### config.mk
export PLATFORM = sky130hd
export DESIGN_NAME = rf_wb_arbiter
export DESIGN_NICKNAME = d
export VERILOG_FILES = /design/src/rtl/rf_wb_arbiter_pkg.sv /design/src/rtl/rf_wb_arbiter_rr.sv /design/src/rtl/rf_wb_arbiter.sv
export SDC_FILE = /design/constraint.sdc
export NUM_CORES = 1
export LEC_CHECK = 0
export ABC_AREA = 0
export CORE_ASPECT_RATIO = 0.7
export CORE_UTILIZATION = 34
export CTS_BUF_LIST = sky130_fd_sc_hd__clkbuf_2 sky130_fd_sc_hd__clkbuf_4 sky130_fd_sc_hd__clkbuf_8
export DETAILED_ROUTE_END_ITERATION = 8
export PLACE_DENSITY = 0.89
export SETUP_SLACK_MARGIN = 0.2
export SYNTH_ARGS = -nofsm -noshare
export SYNTH_HDL_FRONTEND = slang
export SYNTH_SLANG_ARGS = --single-unit
### constraint.sdc
create_clock -name clk -period 3.4 [get_ports clk]
set_clock_uncertainty 0.1 [all_clocks]
set_input_delay 0.51 -clock clk [delete_from_list [all_inputs] [get_ports clk]]
set_output_delay 0.51 -clock clk [all_outputs]
set_load 0.1 [all_outputs]
### src/rtl/rf_wb_arbiter_pkg.sv
// Shared types and widths for the register-file writeback arbiter.
package rf_wb_arbiter_pkg;

  localparam int XLEN = 32;
  localparam int AW   = 5;

  // One writeback source's request
  typedef struct packed {
    logic            valid;
    logic [AW-1:0]   waddr;
    logic [XLEN-1:0] wdata;
  } RfWbReq;

  // Write fields of the register-file input bundle
  typedef struct packed {
    logic            we;
    logic [AW-1:0]   waddr;
    logic [XLEN-1:0] wdata;
  } RfWritePort;

endpackage

### src/rtl/rf_wb_arbiter_rr.sv
// rr_arbiter: generic round-robin arbiter.
// The search starts one past the last winner. The pointer moves only when a
// grant is issued. After reset the pointer is N-1, so index 0 is searched first.
module rr_arbiter #(
  parameter int N = 3
) (
  input  logic         clk,
  input  logic         rst_n,
  input  logic [N-1:0] i_req,
  output logic [N-1:0] o_gnt
);

  localparam int PW = (N > 1) ? $clog2(N) : 1;

  logic [PW-1:0] r_ptr;
  logic [PW-1:0] w_idx;
  logic [PW-1:0] w_cand;
  logic          w_any;

  // first requester at or after r_ptr+1, wrapping modulo N
  always_comb begin
    o_gnt  = '0;
    w_idx  = r_ptr;
    w_cand = r_ptr;
    w_any  = 1'b0;
    for (int off = 1; off <= N; off++) begin
      w_cand = PW'((int'(r_ptr) + off) % N);
      if (!w_any && i_req[w_cand]) begin
        w_any = 1'b1;
        w_idx = w_cand;
      end
    end
    if (w_any) o_gnt[w_idx] = 1'b1;
  end

  // remember the last winner
  always_ff @(posedge clk or negedge rst_n) begin
    if (!rst_n)     r_ptr <= PW'(N - 1);
    else if (w_any) r_ptr <= w_idx;
  end

endmodule

### src/rtl/rf_wb_arbiter.sv
// rf_wb_arbiter: shares the register-file write port among NUM_SRC
// writeback sources with round-robin arbitration and a 1-cycle registered write.
// Optional macro RF_WB_SCOREBOARD_EN adds a per-register pending-write
// scoreboard that drives iss_ready and rs1_busy/rs2_busy. Without the macro,
// iss_ready is tied to 1 and both busy outputs are tied to 0.
module rf_wb_arbiter
  import rf_wb_arbiter_pkg::*;
#(
  parameter int NUM_SRC = 3,
  parameter int XLEN    = rf_wb_arbiter_pkg::XLEN,
  parameter int AW      = rf_wb_arbiter_pkg::AW
) (
  input  logic                    clk,
  input  logic                    rst_n,
  input  logic [NUM_SRC-1:0]      src_valid,
  input  logic [NUM_SRC*AW-1:0]   src_waddr,
  input  logic [NUM_SRC*XLEN-1:0] src_wdata,
  output logic [NUM_SRC-1:0]      src_ready,
  output logic                    rf_we,
  output logic [AW-1:0]           rf_waddr,
  output logic [XLEN-1:0]         rf_wdata,
  input  logic                    iss_valid,
  input  logic [AW-1:0]           iss_rd,
  output logic                    iss_ready,
  input  logic [AW-1:0]           rs1_addr,
  input  logic [AW-1:0]           rs2_addr,
  output logic                    rs1_busy,
  output logic                    rs2_busy
);

  RfWbReq     w_req [NUM_SRC];
  RfWbReq     w_sel;
  RfWritePort r_wp;

  for (genvar g = 0; g < NUM_SRC; g++) begin : g_req
    assign w_req[g] = '{valid: src_valid[g],
                        waddr: src_waddr[g*AW +: AW],
                        wdata: src_wdata[g*XLEN +: XLEN]};
  end

  rr_arbiter #(.N(NUM_SRC)) u_arb (
    .clk   (clk),
    .rst_n (rst_n),
    .i_req (src_valid),
    .o_gnt (src_ready)
  );

  // one-hot grant mux; w_sel.valid is high only when some source is granted
  always_comb begin
    w_sel = '0;
    for (int i = 0; i < NUM_SRC; i++)
      if (src_ready[i]) w_sel = w_req[i];
  end

  // write stage: register the winner; writes to x0 are accepted but never enabled
  always_ff @(posedge clk or negedge rst_n) begin
    if (!rst_n)           r_wp <= '0;
    else if (w_sel.valid) r_wp <= '{we: (w_sel.waddr != '0), waddr: w_sel.waddr, wdata: w_sel.wdata};
    else                  r_wp.we <= 1'b0;
  end

  assign rf_we    = r_wp.we;
  assign rf_waddr = r_wp.waddr;
  assign rf_wdata = r_wp.wdata;

`ifdef RF_WB_SCOREBOARD_EN
  localparam int NREG = 1 << AW;

  logic [NREG-1:0] r_busy;
  logic [NREG-1:0] w_busy_nxt;
  logic            w_iss_fire;

  // A write landing this cycle frees its register. The register file forwards
  // that write to readers, so neither issue nor operand reads need to stall.
  assign iss_ready  = !(r_busy[iss_rd] && !(rf_we && rf_waddr == iss_rd));
  assign w_iss_fire = iss_valid && iss_ready && (iss_rd != '0);
  assign rs1_busy   = (rs1_addr != '0) && r_busy[rs1_addr] && !(rf_we && rf_waddr == rs1_addr);
  assign rs2_busy   = (rs2_addr != '0) && r_busy[rs2_addr] && !(rf_we && rf_waddr == rs2_addr);

  // Clear first, then set: a new writer issued in the same cycle stays outstanding
  always_comb begin
    w_busy_nxt = r_busy;
    if (rf_we)      w_busy_nxt[rf_waddr] = 1'b0;
    if (w_iss_fire) w_busy_nxt[iss_rd]   = 1'b1;
    w_busy_nxt[0] = 1'b0;
  end

  // scoreboard state
  always_ff @(posedge clk or negedge rst_n) begin
    if (!rst_n) r_busy <= '0;
    else        r_busy <= w_busy_nxt;
  end
`else
  logic w_unused;
  assign w_unused  = ^{iss_valid, iss_rd, rs1_addr, rs2_addr};
  assign iss_ready = 1'b1;
  assign rs1_busy  = 1'b0;
  assign rs2_busy  = 1'b0;
`endif

endmodule
==> metrics.cfg, run 1 <==
[job]
cap_violations=0

[sta]
worst_pin_slew_ns=1.01
slew_headroom_pct=32.5
setup_violations=0
holdWs_ns=0.263
fin_crit_sh_pct=98.3
max_freq_mhz=299
slew_violations=0
period_minus_slack_ns=3.34
finalHoldViolCount=0
rsz0062_at_grt=yes

[grt]
grt_pass1_vias=2810
grt_pass1_wl_um=13500
gr-total-overflow=0
grt_usage_pct=20.9
antenna_found_initial=0
grt_max_degree=41

[clock_network]
cts-htree-levels=2
root_buffer=clkbuf_8
clock_sinks=40
cts_max_path_buffers=2
cts_tree=yes
path_clk_slew_ns=0.08
clk_latency_ns=0.28
cts_buffers=5
holdBufCountCts=0

[placement]
hpwl_um=6240
io_buffers=156
place_area_sq_mm=0.00440
gp_congestion=0.850

[routing]
detail_route.wirelength_um=8960
first_pass_iters=4
drc=0
dr_total_vias=2826
vias_per_cell=5.28
wl_per_cell_um=16.8
drtAntennaViolNets=0
drt_iter0_markers=110

[critical_path]
cp.arrival_ns=2.73
r2r-end=rf_wdata[2]
cp_max_fo=3
path_class=reg2out
reg2reg_depth=14
worstPathRequired_ns=2.79
crit_start=u_arb.r_ptr[1]
crit_path_end_kind=output pin
reg2reg_slack_ns=0.14
startpoint_type=flip-flop
crit_end=src_ready[0]
regToRegStartpoint=u_arb.r_ptr[1]

[die]
die_w_um=108
top_level_ports=176
core_area_sq_mm=0.00745
die_area_sq_mm=0.00823
start_util_pct=35.9
die_height_um=76.2
row_count=26

[final_layout]
synthToLayoutAreaGrowth_pct=77.7
layout.cell_area.non_filler_sq_mm=0.00475
fin_util_pct=63.8
drive_gt1_share_pct=22.7
diodes=0
nNetsFinal=572

[logic_synthesis]
synth_ff_type=dfrtp_1
yosys-top-cells-count=dfrtp_1, a21oi_1, a22oi_1, nand3_1, mux2_2
ys_warn_count=0
synth_edf_count=0
yosys.cell_types.count=37
synth_area_leaders=dfrtp_1, a22oi_1, mux2_4, mux2_2, a21oi_1
avgSynthCellArea_sq_um=9.94
synth_top_area_share_pct=36.5
ys_seq_area_share_pct=37.5
ys_ff_latch=40
synthArstFlopShare_pct=100
synth_most_common_cell=dfrtp_1
yosysTopAreaCell=dfrtp_1
syn_inst=269
syn_area_sq_mm=0.00268

[min_path]
worstHoldPathType=in2async

[status]
outcome=finished clean

what timing repair did:
action	in CTS	in global routing
endpoints found under the hold margin	0	0
cloned	1	0
setup buffers	11	5
gates resized for setup	12	9
endpoints found under the setup margin	39	41
pin swaps	7	1
cells in the final DEF (no fill, tap or decap), types with 2 or more instances in the layout:
cell type / count
clkdlybuf4s50_1: 150
dfrtp_1: 38
a21oi_1: 37
a22oi_1: 32
nand3_1: 32
buf_4: 25
mux2_2: 18
mux2_4: 17
nand2_1: 10
inv_1: 7
clkbuf_8: 7
buf_12: 6
nor2_1: 5
mux2i_1: 4
nor2_4: 3
ha_4: 3
conb_1: 3
buf_6: 3
nand3b_1: 2
inv_4: 2
o21ai_0: 2
o221ai_1: 2
layer usage:
metal / vias to the layer above / GRT usage [%] / share of wire [%] / wire, um
met4: 0 / 3.01 / 0.33 / 30
met2: 117 / 40.3 / 51 / 4600
li1: 1326 / - / - / -
met3: 4 / 4.19 / 7.7 / 687
met5: - / 0 / 0 / 0
met1: 1379 / 23.8 / 41 / 3640
final cells by class:
| class | count | area (sq um) |
|---|---|---|
| fillers | 591 | 2700 |
| repair buffers | 187 | 1890 |
| multi-input cells | 192 | 1570 |
| flip-flops and latches | 40 | 1000 |
| well taps | 98 | 123 |
| clock buffers | 7 | 96.3 |
| inverters | 10 | 42.5 |
| clock inverters | 1 | 30.0 |
per-stage QoR:
step,worst slack [ns],instances,TNS (ns)
after global placement,0.0609,510,0
after CTS,0.0697,530,0
after detailed placement,-0.0371,510,-0.226
after floorplan,-0.201,270,-0.201
final,0.0586,535,0
after global routing,-0.0203,535,-0.0203
state kept, by name (all words and copies together) (netlist names):
name,flops
rf_we,1
rf_waddr,5
u_arb.r_ptr,2
rf_wdata,32
logic make-up (layout without fill, tap and decap cells):
family / count (synthesis) / in the layout / synth area share (%)
mux: 41 / 41 / 19.3
compound gates: 86 / 86 / 21.6
simple gates: 58 / 58 / 10.6
buf+inv: 38 / 205 / 8.93
flops: 40 / 40 / 37.5
other cells: 2 / 3 / 0.281
fa+ha+maj: 4 / 4 / 1.87
how the worst min path moves through the flow:
stage	start	end	cells past startpoint
global placement	rf_waddr[4]	rf_waddr[4]	1
CTS	rst_n	rf_wdata[12]	1
finish	rst_n	rf_wdata[7]	1
floorplan	rst_n	rf_waddr[0]	0
detailed placement	rf_waddr[4]	rf_waddr[4]	1
global route	rst_n	rf_wdata[6]	1
worst max-delay path, stage by stage, from the launching register on:
cell,delay (ns)
dfstp_2,0.61
inv_4,0.07
ha_4,0.16
mux2i_1,0.12
o22a_1,0.28
or3_4,0.45
o2bb2ai_4,0.19
inv_4,0.05
buf_12,0.12
nor3_4,0.19
buf_12,0.20
Power of run 1 is not shown: default switching activity piles up to over one toggle a cycle in this logic, so the estimate is an artifact.
==> inputs of run 2 (changes only) <==
- CORE_UTILIZATION: 34 -> 37
- PLACE_DENSITY: 0.89 -> 0.91
- clock period: 3.4 -> 3.8 ns (I/O delays scaled with it)
==> run 2 against run 1 <==
  * Die area decreased by 7.9%
  * Sequential share of layout area increased by 0.97 points
  * Cell area decreased by 4.5%
  * Worst setup slack improved by 0.26 ns
  * First-iteration DRC count increased by 51%
  * Hold slack improved by 0.035 ns
  * Critical path depth decreased by 1
  * Critical endpoint unchanged
  * Largest cell class unchanged
==> metrics.cfg, run 2 (synthesis gave the netlist of run 1 again) <==
[status]
outcome=finished clean

[clock_network]
cts_tree=yes
root_buffer=clkbuf_8
cts_buffers=5  ; unchanged
clock_sinks=40  ; unchanged
cts-htree-levels=2  ; unchanged
clk_latency_ns=0.29  ; about the same
cts_max_path_buffers=2  ; unchanged
path_clk_slew_ns=0.09  ; about the same

[routing]
drtAntennaViolNets=0  ; unchanged
first_pass_iters=4  ; unchanged
vias_per_cell=5.38  ; +1.9%
dr_total_vias=2762  ; -2.3%
drt_iter0_markers=166  ; +51%
detail_route.wirelength_um=8760  ; -2.2%
drc=0  ; unchanged
wl_per_cell_um=17.1  ; +2.0%

[grt]
grt_max_degree=41  ; unchanged
antenna_found_initial=0  ; unchanged
grt_pass1_vias=2660  ; -5.3%
grt_pass1_wl_um=13200  ; -2.6%
grt_usage_pct=22.1  ; +1.2 points
gr-total-overflow=0  ; unchanged

[critical_path]
path_class=reg2out
cp.arrival_ns=2.81  ; +0.08 ns
crit_chain=inv_1 -> ha_2 -> nor2_1 -> mux2_4 -> or3_4 -> o22ai_4 -> inv_4 -> nor3_4 -> buf_12
worstPathRequired_ns=3.13  ; +0.34 ns
startpoint_type=flip-flop
slowest_delay_ns=0.58  ; -0.03 ns
slowest_stage=dfstp_2
cp_max_fo=5  ; +2
reg2reg_slack_ns=0.44  ; +0.30 ns
crit_path_end_kind=output pin

[placement]
hpwl_um=6340  ; +1.5%
placedCellCount=503  ; -1.4%
io_buffers=156  ; unchanged
gp_congestion=0.932  ; +9.7%

[final_layout]
diodes=0  ; unchanged
layout_common_cells=clkdlybuf4s50_1, dfrtp_1, a21oi_1
final_common_cell=clkdlybuf4s50_1
nNetsFinal=554  ; -3.1%
synthToLayoutAreaGrowth_pct=69.6
largest_reg_flops=32  ; unchanged
stdcell_count=513  ; -4.1%
drive_gt1_share_pct=17.9  ; -4.8 points
fill_cells=533  ; -9.8%

[die]
row_count=25  ; -3.8%
top_level_ports=176  ; unchanged
start_util_pct=38.9  ; +3.0 points
die_height_um=73.1  ; -4.0%
core_area_sq_mm=0.00688  ; -7.6%
die_w_um=104  ; -4.1%
die_area_sq_mm=0.00758  ; -7.9%

[sta]
setup_violations=0  ; unchanged
period_minus_slack_ns=3.48
fin_setup_tns_ns=0  ; unchanged
slew_headroom_pct=32.3  ; -0.18 points
rsz0062_at_grt=no
finalHoldViolCount=0  ; unchanged
worst_pin_slew_ns=1.01  ; +0.00276 ns
max_freq_mhz=287
slew_violations=0  ; unchanged
fin_crit_sh_pct=91.6

[min_path]
worstHoldPathType=in2async

[job]
cap_violations=0  ; unchanged

-- run 2: stage by stage --
stage | setup WS [ns] | utilization (%) | cell area (sq um) | hold WS [ns]
floorplan | 0.0341 | - | 2700 | 0.174
global placement | 0.318 | 63.2 | 4350 | 0.376
detailed placement | 0.206 | 63.2 | 4350 | 0.388
CTS | 0.202 | 64.9 | 4470 | 0.326
global route | 0.201 | 65.9 | 4540 | 0.362
finish | 0.321 | 65.9 | 4540 | 0.298
-- run 2: path summary, 6_finish.rpt --
| check | from | to | depth (start not counted) |
|---|---|---|---|
| max in group asynchronous | rst_n | rf_wdata[19] | 1 |
| min in group clk | rf_wdata[23] | rf_wdata[23] | 1 |
| hold / removal | rst_n | rf_wdata[21] | 1 |
| setup / recovery | u_arb.r_ptr[1] | src_ready[0] | 9 |
| setup reg to reg | u_arb.r_ptr[1] | rf_we | 10 |
| hold reg to reg | rf_wdata[23] | rf_wdata[23] | 1 |
-- run 2: critical path: cells and delay by family, from the launching register on --
kind                     cells  cell delay, ns
flip-flops                   1            0.58
multiplexers                 1            0.34
adder cells (fa/ha/maj)      1            0.20
AND/OR/NAND/NOR              3            0.71
buffers and inverters        3            0.39
AO/OA/AOI/OAI                1            0.30
-- run 2: layout make-up --
| class | instances | area (sq um) | share of cell area (%) |
|---|---|---|---|
| tap | 94 | 118 | 2.59 |
| sequential | 40 | 1000 | 22.1 |
| clock inverter | 3 | 42.5 | 0.937 |
| multi-input combinational | 192 | 1520 | 33.4 |
| clock buffer | 5 | 68.8 | 1.52 |
| inverter | 10 | 40.0 | 0.882 |
| timing repair buffer | 169 | 1750 | 38.6 |
-- run 2: metal layers --
layer	share of wire, %	global-route usage, %
met1	41	26.6
met5	0	0
met4	0.50	3.70
met2	49	40.2
met3	8.8	6.43
-- run 2: timing repair --
action                                  in CTS  in global routing
endpoints found under the setup margin       2                  3
pin swaps                                    0                  2
setup buffers                                0                  1
resized for setup                            2                 10
hold buffers                                 0                  0
gates cloned                                 0                  1
endpoints found under the hold margin        0                  0
Power of run 2 is left out for the same reason.
